===== config.mk =====
export PLATFORM = sky130hd
export DESIGN_NAME = fnd_time_display_flat
export DESIGN_NICKNAME = d
export VERILOG_FILES = /design/src/rtl/fnd_pkg.sv /design/src/rtl/fnd_time_display_if.sv /design/src/rtl/fnd_time_display_bcd_to_7seg.sv /design/src/rtl/fnd_time_display.sv /design/src/flat_wrapper.sv
export SDC_FILE = /design/constraint.sdc
export NUM_CORES = 1
export LEC_CHECK = 0
export ABC_AREA = 1
export CAP_MARGIN = 20
export CELL_PAD_IN_SITES_DETAIL_PLACEMENT = 2
export CELL_PAD_IN_SITES_GLOBAL_PLACEMENT = 2
export CORE_ASPECT_RATIO = 2
export CORE_MARGIN = 3
export CORE_UTILIZATION = 34
export DETAILED_ROUTE_END_ITERATION = 8
export PLACE_DENSITY = 0.86
export SLEW_MARGIN = 5
export SYNTH_ARGS = -nofsm -noshare
export SYNTH_HDL_FRONTEND = slang
export SYNTH_HIERARCHICAL = 1
export SYNTH_SLANG_ARGS = --single-unit

===== constraint.sdc =====
create_clock -name clk -period 7.1 [get_ports clk]
set_clock_uncertainty 0.15 [all_clocks]
set_input_delay 0.71 -clock clk [delete_from_list [all_inputs] [get_ports clk]]
set_output_delay 0.71 -clock clk [all_outputs]
set_load 0.01 [all_outputs]

===== src/rtl/fnd_pkg.sv =====
// Shared constants and types for the scanned seven-segment time display.
// Segment codes are active-low in the order dp,g,f,e,d,c,b,a.
package fnd_pkg;

    localparam int FND_DIGITS = 4;

    localparam logic [7:0] SEG_0     = 8'hC0;
    localparam logic [7:0] SEG_1     = 8'hF9;
    localparam logic [7:0] SEG_2     = 8'hA4;
    localparam logic [7:0] SEG_3     = 8'hB0;
    localparam logic [7:0] SEG_4     = 8'h99;
    localparam logic [7:0] SEG_5     = 8'h92;
    localparam logic [7:0] SEG_6     = 8'h82;
    localparam logic [7:0] SEG_7     = 8'hF8;
    localparam logic [7:0] SEG_8     = 8'h80;
    localparam logic [7:0] SEG_9     = 8'h90;
    localparam logic [7:0] SEG_DASH  = 8'hBF;
    localparam logic [7:0] SEG_BLANK = 8'hFF;

    typedef enum logic {
        MODE_HM = 1'b0,
        MODE_SM = 1'b1
    } mode_t;

    typedef struct packed {
        logic [6:0] msec;
        logic [5:0] sec;
        logic [5:0] min;
        logic [4:0] hour;
        mode_t      mode;
    } time_snap_t;

endpackage


===== src/rtl/fnd_time_display_if.sv =====
// Time bus from the watch/stopwatch datapaths into the FND driver.
interface fnd_time_display_if;

    logic [6:0] msec;
    logic [5:0] sec;
    logic [5:0] min;
    logic [4:0] hour;
    logic       i_mode;

    modport master (output msec, sec, min, hour, i_mode);
    modport slave  (input  msec, sec, min, hour, i_mode);

endinterface


===== src/rtl/fnd_time_display_bcd_to_7seg.sv =====
// Combinational BCD digit to active-low 7-segment pattern (g..a), with
// dash and blank overrides; dash takes priority over blank.
module bcd_to_7seg
    import fnd_pkg::*;
(
    input  logic [3:0] bcd,
    input  logic       dash,
    input  logic       blank,
    output logic [6:0] seg
);

    always_comb begin
        // NOTE: every output of a combinational block gets a default first, so no path can infer a latch.
        seg = SEG_BLANK[6:0];
        if (dash) begin
            seg = SEG_DASH[6:0];
        end else if (!blank) begin
            unique case (bcd)
                4'd0:    seg = SEG_0[6:0];
                4'd1:    seg = SEG_1[6:0];
                4'd2:    seg = SEG_2[6:0];
                4'd3:    seg = SEG_3[6:0];
                4'd4:    seg = SEG_4[6:0];
                4'd5:    seg = SEG_5[6:0];
                4'd6:    seg = SEG_6[6:0];
                4'd7:    seg = SEG_7[6:0];
                4'd8:    seg = SEG_8[6:0];
                4'd9:    seg = SEG_9[6:0];
                default: seg = SEG_BLANK[6:0];
            endcase
        end
    end

endmodule


===== src/rtl/fnd_time_display.sv =====
// Scanned 4-digit FND driver for the msec/sec/min/hour time bus, snapshotted once per frame.
// Optional macro FND_LEADING_ZERO_BLANK_EN blanks a zero on the leftmost digit.
module fnd_time_display
    import fnd_pkg::*;
#(
    parameter int SYS_CLK_HZ = 100_000_000,
    parameter int SCAN_HZ    = 1000
) (
    input  logic                  clk,
    input  logic                  rst,
    fnd_time_display_if.slave     tbus,
    output logic [FND_DIGITS-1:0] fnd_com,
    output logic [7:0]            fnd_data
);

    localparam int SCAN_DIV = SYS_CLK_HZ / SCAN_HZ;
    localparam int CNT_W    = $clog2(SCAN_DIV);
    localparam logic [CNT_W-1:0]      CNT_LAST = CNT_W'(SCAN_DIV - 1);
    localparam logic [CNT_W-1:0]      CNT_ONE  = CNT_W'(1);
    localparam logic [FND_DIGITS-1:0] COM_ONE  = {{(FND_DIGITS-1){1'b0}}, 1'b1};

    logic [CNT_W-1:0]      scan_cnt_q, scan_cnt_d;
    logic [1:0]            digit_q, digit_d;
    time_snap_t            snap_q, snap_d;
    logic [FND_DIGITS-1:0] fnd_com_q, fnd_com_d;
    logic [7:0]            fnd_data_q, fnd_data_d;

    logic       scan_tick;
    logic [6:0] hi_val, lo_val;
    logic       hi_bad, lo_bad;
    logic [3:0] hi_tens, hi_ones, lo_tens, lo_ones;
    logic [3:0] digit_bcd;
    logic       digit_dash, digit_blank, dot_lit;
    logic [6:0] digit_seg;

    // Scan timing and the frame-boundary snapshot.
    always_comb begin
        scan_tick  = (scan_cnt_q == CNT_LAST);
        scan_cnt_d = scan_tick ? '0 : scan_cnt_q + CNT_ONE;
        digit_d    = scan_tick ? digit_q + 2'd1 : digit_q;
        snap_d     = snap_q;
        if (scan_tick && digit_q == 2'd3) begin
            snap_d.msec = tbus.msec;
            snap_d.sec  = tbus.sec;
            snap_d.min  = tbus.min;
            snap_d.hour = tbus.hour;
            snap_d.mode = mode_t'(tbus.i_mode);
        end
    end

    // Field pair selection and BCD split, always from the snapshot.
    always_comb begin
        if (snap_q.mode == MODE_SM) begin
            hi_val = {1'b0, snap_q.sec};
            lo_val = snap_q.msec;
            hi_bad = (snap_q.sec > 6'd59);
            lo_bad = (snap_q.msec > 7'd99);
        end else begin
            hi_val = {2'b00, snap_q.hour};
            lo_val = {1'b0, snap_q.min};
            hi_bad = (snap_q.hour > 5'd23);
            lo_bad = (snap_q.min > 6'd59);
        end
        hi_tens = 4'(hi_val / 7'd10);
        hi_ones = 4'(hi_val % 7'd10);
        lo_tens = 4'(lo_val / 7'd10);
        lo_ones = 4'(lo_val % 7'd10);
    end

    // Digit mux for the currently scanned position.
    always_comb begin
        digit_bcd   = lo_ones;
        digit_dash  = lo_bad;
        digit_blank = 1'b0;
        unique case (digit_q)
            2'd0: begin
                digit_bcd  = lo_ones;
                digit_dash = lo_bad;
            end
            2'd1: begin
                digit_bcd  = lo_tens;
                digit_dash = lo_bad;
            end
            2'd2: begin
                digit_bcd  = hi_ones;
                digit_dash = hi_bad;
            end
            default: begin
                digit_bcd  = hi_tens;
                digit_dash = hi_bad;
`ifdef FND_LEADING_ZERO_BLANK_EN
                digit_blank = (hi_tens == 4'd0);
`else
                digit_blank = 1'b0;
`endif
            end
        endcase
        dot_lit = (digit_q == 2'd2) &&
                  ((snap_q.mode == MODE_SM) || (snap_q.msec < 7'd50));
    end

    bcd_to_7seg u_seg (
        .bcd   (digit_bcd),
        .dash  (digit_dash),
        .blank (digit_blank),
        .seg   (digit_seg)
    );

    // Output registers load together, one cycle after scan_tick.
    always_comb begin
        fnd_com_d  = fnd_com_q;
        fnd_data_d = fnd_data_q;
        if (scan_tick) begin
            fnd_com_d  = ~(COM_ONE << digit_q);
            fnd_data_d = {~dot_lit, digit_seg};
        end
    end

    always_ff @(posedge clk) begin
        // NOTE: state registers use non-blocking assignments so every flop samples pre-edge values.
        if (!rst) begin
            scan_cnt_q <= '0;
            digit_q    <= 2'd0;
            snap_q     <= '0;
            fnd_com_q  <= '1;
            fnd_data_q <= SEG_BLANK;
        end else begin
            scan_cnt_q <= scan_cnt_d;
            digit_q    <= digit_d;
            snap_q     <= snap_d;
            fnd_com_q  <= fnd_com_d;
            fnd_data_q <= fnd_data_d;
        end
    end

    assign fnd_com  = fnd_com_q;
    assign fnd_data = fnd_data_q;

endmodule


===== src/flat_wrapper.sv =====
// flat-port wrapper written by rule: the top's interface ports become plain ports
module fnd_time_display_flat import fnd_pkg::*;
#(
    parameter int SYS_CLK_HZ = 100_000_000,
    parameter int SCAN_HZ    = 1000
)
  (clk, rst, fnd_com, fnd_data, tbus_msec, tbus_sec, tbus_min, tbus_hour, tbus_i_mode);
  fnd_time_display_if tbus_i ();
  input  logic clk;
  input  logic rst;
  output logic [FND_DIGITS-1:0] fnd_com;
  output logic [7:0] fnd_data;
  input wire logic [$bits(tbus_i.msec)-1:0] tbus_msec;
  input wire logic [$bits(tbus_i.sec)-1:0] tbus_sec;
  input wire logic [$bits(tbus_i.min)-1:0] tbus_min;
  input wire logic [$bits(tbus_i.hour)-1:0] tbus_hour;
  input wire logic [$bits(tbus_i.i_mode)-1:0] tbus_i_mode;
  assign tbus_i.msec = tbus_msec;
  assign tbus_i.sec = tbus_sec;
  assign tbus_i.min = tbus_min;
  assign tbus_i.hour = tbus_hour;
  assign tbus_i.i_mode = tbus_i_mode;
  fnd_time_display #(.SYS_CLK_HZ(SYS_CLK_HZ), .SCAN_HZ(SCAN_HZ)) u_core (.clk(clk), .rst(rst), .tbus(tbus_i), .fnd_com(fnd_com), .fnd_data(fnd_data));
endmodule

==> summary.txt <==
Outcome
  – Outcome: complete, no violations

Worst setup path
  – CP max FO: 11
  – Critical path class: reg2reg
  – CP peak stage delay: roughly 0.5 ns
  – CP max stage cell: ha_1
  – CP Launch Type: flip-flop
  – CP dominant cell by count: nand2_1
  – Worst Path Arrival: about 4.3 ns
  – CP Data Required Time: just over 7 ns
  – Crit. End Element: flip-flop

Timing
  – Final count of hold timing violations: 0
  – Max transition margin: 0.380
  – Slew @ Worst Pin: between 0.9 and 1 ns
  – Pins Over Slew Limit: 0
  – Final setup fails: 0
  – RSZ-0062 raised after global routing: no
  – Crit share post-route: 0.600
  – Fin Setup TNS: 0 ns
  – Min cycle time layout: around 4.3 ns
  – Final worst setup slack: between 2 and 3 ns
  – Fmax: 235 MHz

Global route
  – Tot GR Track Use: 0.217
  – First-pass GRT wire length: just under 20000 um
  – Initial antenna violation count: 0
  – Pin count of the biggest net entering global routing: 42
  – GR Overflow Total: 0
  – Vias in the first global route: around 3900

Synthesis
  – Yosys top cell area share: 0.337
  – Mapped Avg Cell Area: 6.79 sq um
  – Cell taking the most area after synthesis: dfxtp_1
  – Synth unique cells: 44
  – EDFF count, synth: 0
  – Ranking of synthesized cells by area: dfxtp_1 34%, nand2_1 11%, nand3_1 6.9%, nor2_1 5.8%, nor3_1 5.3%
  – Post-synthesis sequential area ratio: 0.337
  – Mapped Area: 3330 sq um
  – Fraction of registers with async set/reset: 0
  – Mapped Cells: 490
  – Primary FF master, synth: dfxtp_1
  – Ys Warns: 6
  – Synth Register Bits: 56

Clock tree
  – Post-CTS Resized: 0
  – Setup Buffers After CTS: 0
  – CTS sink cnt: 56
  – Clk Latency, worst-skew pair: around 0.30 ns
  – CTS Hold Bufs: 0
  – Clk slew on worst S/H paths: approximately 0.08 ns
  – CTS max path bufs: 2
  – Root buffer cell: clkbuf_16
  – H-tree Lvls: 2
  – CTS tree: done
  – CTS buffer count: 5

Die
  – Die Ht: around 150 um
  – Effective utilization at floorplan: 0.352
  – Core ar.: approximately 9400 sq um
  – Die width: around 76 um
  – FP Rows: 50
  – Boundary Pins: 39
  – Die area: roughly 11000 sq um

Power and ir drop
  – P_leak: about 0.0017 uW
  – Switch share: 0.232
  – Flop pwr share: 0.521
  – Net Sw Power: around 140 uW
  – Cell Int Power: approximately 470 uW
  – Part of the power in combinational logic: 0.044
  – Pwr dens: 152 nW/um^2
  – VDD IR max: 0.124 mV
  – Clock network fraction of total power: 0.435

Placement
  – Number of port buffers: 38
  – DP Area: ~3800 sq um
  – GP Congestion: slightly above 0.8
  – Placed cells: 648
  – Post-detail-place hpwl: between 8000 and 9000 um
  – Pre-CTS setup slack: around 2.8 ns

Route
  – Drt wl/cell: approximately 18 um
  – Top Layer Used: met4
  – Met1 Wirelength: 4020 um
  – DRC violations left: 0
  – Pre-antenna DRT Iters: 4
  – Final wirelength: approximately 12000 um
  – DR WL met2: roughly 6800 um
  – Routed via count: 3495
  – Antenna-violating nets left: 0
  – DR iter-0 viols: between 80 and 90
  – DR vias/cell: approximately 5.3
  – WL met3: about 200 um

Min path
  – Hold WC Path Type: reg2reg

Final layout
  – Share of post-route cells with drive strength above 1: 0.116
  – Antenna cells: 0
  – Post-route cell area: 3990 sq um
  – Final Non-Filler Cells: between 600 and 700
  – Core Util, Final: 0.422
  – Total Nets Final: 563
  – Fillers: around 1100
  – Register Area: 1120 sq um
  – Area grow syn2layout: 19.9%
  – Multi-input logic area: just under 2000 sq um

Flow run
  – Max Cap Viol: 0
-- cell usage after synthesis, types with 2 or more instances --
library cell / count
ha_1: 11
o21ai_1: 3
inv_1: 43
nand3_2: 3
nor2_4: 2
nand2_1: 100
or2_2: 4
nor2_1: 51
xor2_1: 3
nor2_2: 4
inv_2: 7
o21ai_2: 2
nor4_1: 5
nand4_1: 5
nand2_4: 2
a21oi_2: 2
o21ai_0: 34
clkbuf_1: 12
o211ai_1: 6
nand3_1: 46
a21oi_1: 17
a31oi_1: 2
dfxtp_1: 56
nor3_1: 35
nand4_2: 2
nand2_2: 15
-- power by group through the flow --
stage	Clock (uW)	Sequential (uW)	Combinational [uW]
after floorplan	0	323	8.63
after global placement	0	323	25.4
after detailed placement	0	324	26.6
after CTS	268	316	27.0
after global routing	283	316	29.7
final	263	316	26.7
-- flip-flops by register name, summed over array words and instances, names as in the netlist --
signal	cells
u_core/fnd_com	4
u_core/scan_cnt_q	17
u_core/digit_q	2
u_core/snap_q	25
u_core/fnd_data	8
-- worst max-delay path: cells and delay by family (launching register included) --
| family | cells | cell delay [ns] |
|---|---|---|
| flip-flops | 1 | 0.34 |
| buffers and inverters | 7 | 0.73 |
| AND/OR/NAND/NOR | 20 | 2.02 |
| adder cells (fa/ha/maj) | 3 | 0.89 |
-- final cells by class --
class,count,area share
Clock inverter,3,0.00690
Tap cell,130,0.0408
Timing Repair Buffer,41,0.101
Inverter,52,0.0502
Clock buffer,5,0.0314
Sequential cell,56,0.281
Multi-Input combinational cell,369,0.489
-- logic make-up after synthesis --
group	count (synthesis)	synth area share
buffers and inverters	67	0.0809
DFF	56	0.337
adders and majority gates	11	0.0414
AOI/OAI and AO/OA	72	0.126
and+or+nand+nor	279	0.403
other	1	0.00113
muxes	1	0.00301
xor gates and xnor gates	3	0.00790
-- per-layer routing --
| layer | GRT usage | vias up |
|---|---|---|
| li1 | - | 1687 |
| met1 | 0.206 | 1712 |
| met2 | 0.441 | 57 |
| met3 | 0.0254 | 39 |
| met4 | 0.113 | 0 |
| met5 | 0 | - |
-- final timing paths --
path                            from                  to  slack (ns)  cells past startpoint
setup / recovery   u_core/digit_q[0]  u_core/fnd_data[3]        2.84                     30
hold / removal    u_core/fnd_data[6]  u_core/fnd_data[6]        0.32                      2
setup reg to reg   u_core/digit_q[0]  u_core/fnd_data[3]        2.84                     30
hold reg to reg   u_core/fnd_data[6]  u_core/fnd_data[6]        0.32                      2
-- layout by cell type, fill, tap and decap left out, types with 6 or more instances in the layout --
cell | netlist | routed
nand2_1 | 100 | 100
nor2_1 | 51 | 51
o21ai_0 | 34 | 34
a21oi_1 | 17 | 17
inv_1 | 43 | 43
o211ai_1 | 6 | 6
nand3_1 | 46 | 46
inv_2 | 7 | 7
nand2_2 | 15 | 15
dfxtp_1 | 56 | 56
clkdlybuf4s50_1 | 0 | 38
ha_1 | 11 | 11
nor3_1 | 35 | 35
-- per-stage QoR --
stage               power [uW]  hold slack [ns]
global placement           349            0.275
floorplan                  332            0.268
detailed placement         350            0.309
global route               629            0.326
finish                     606            0.325
CTS                        611            0.323
(Power assumes the default switching activity.)
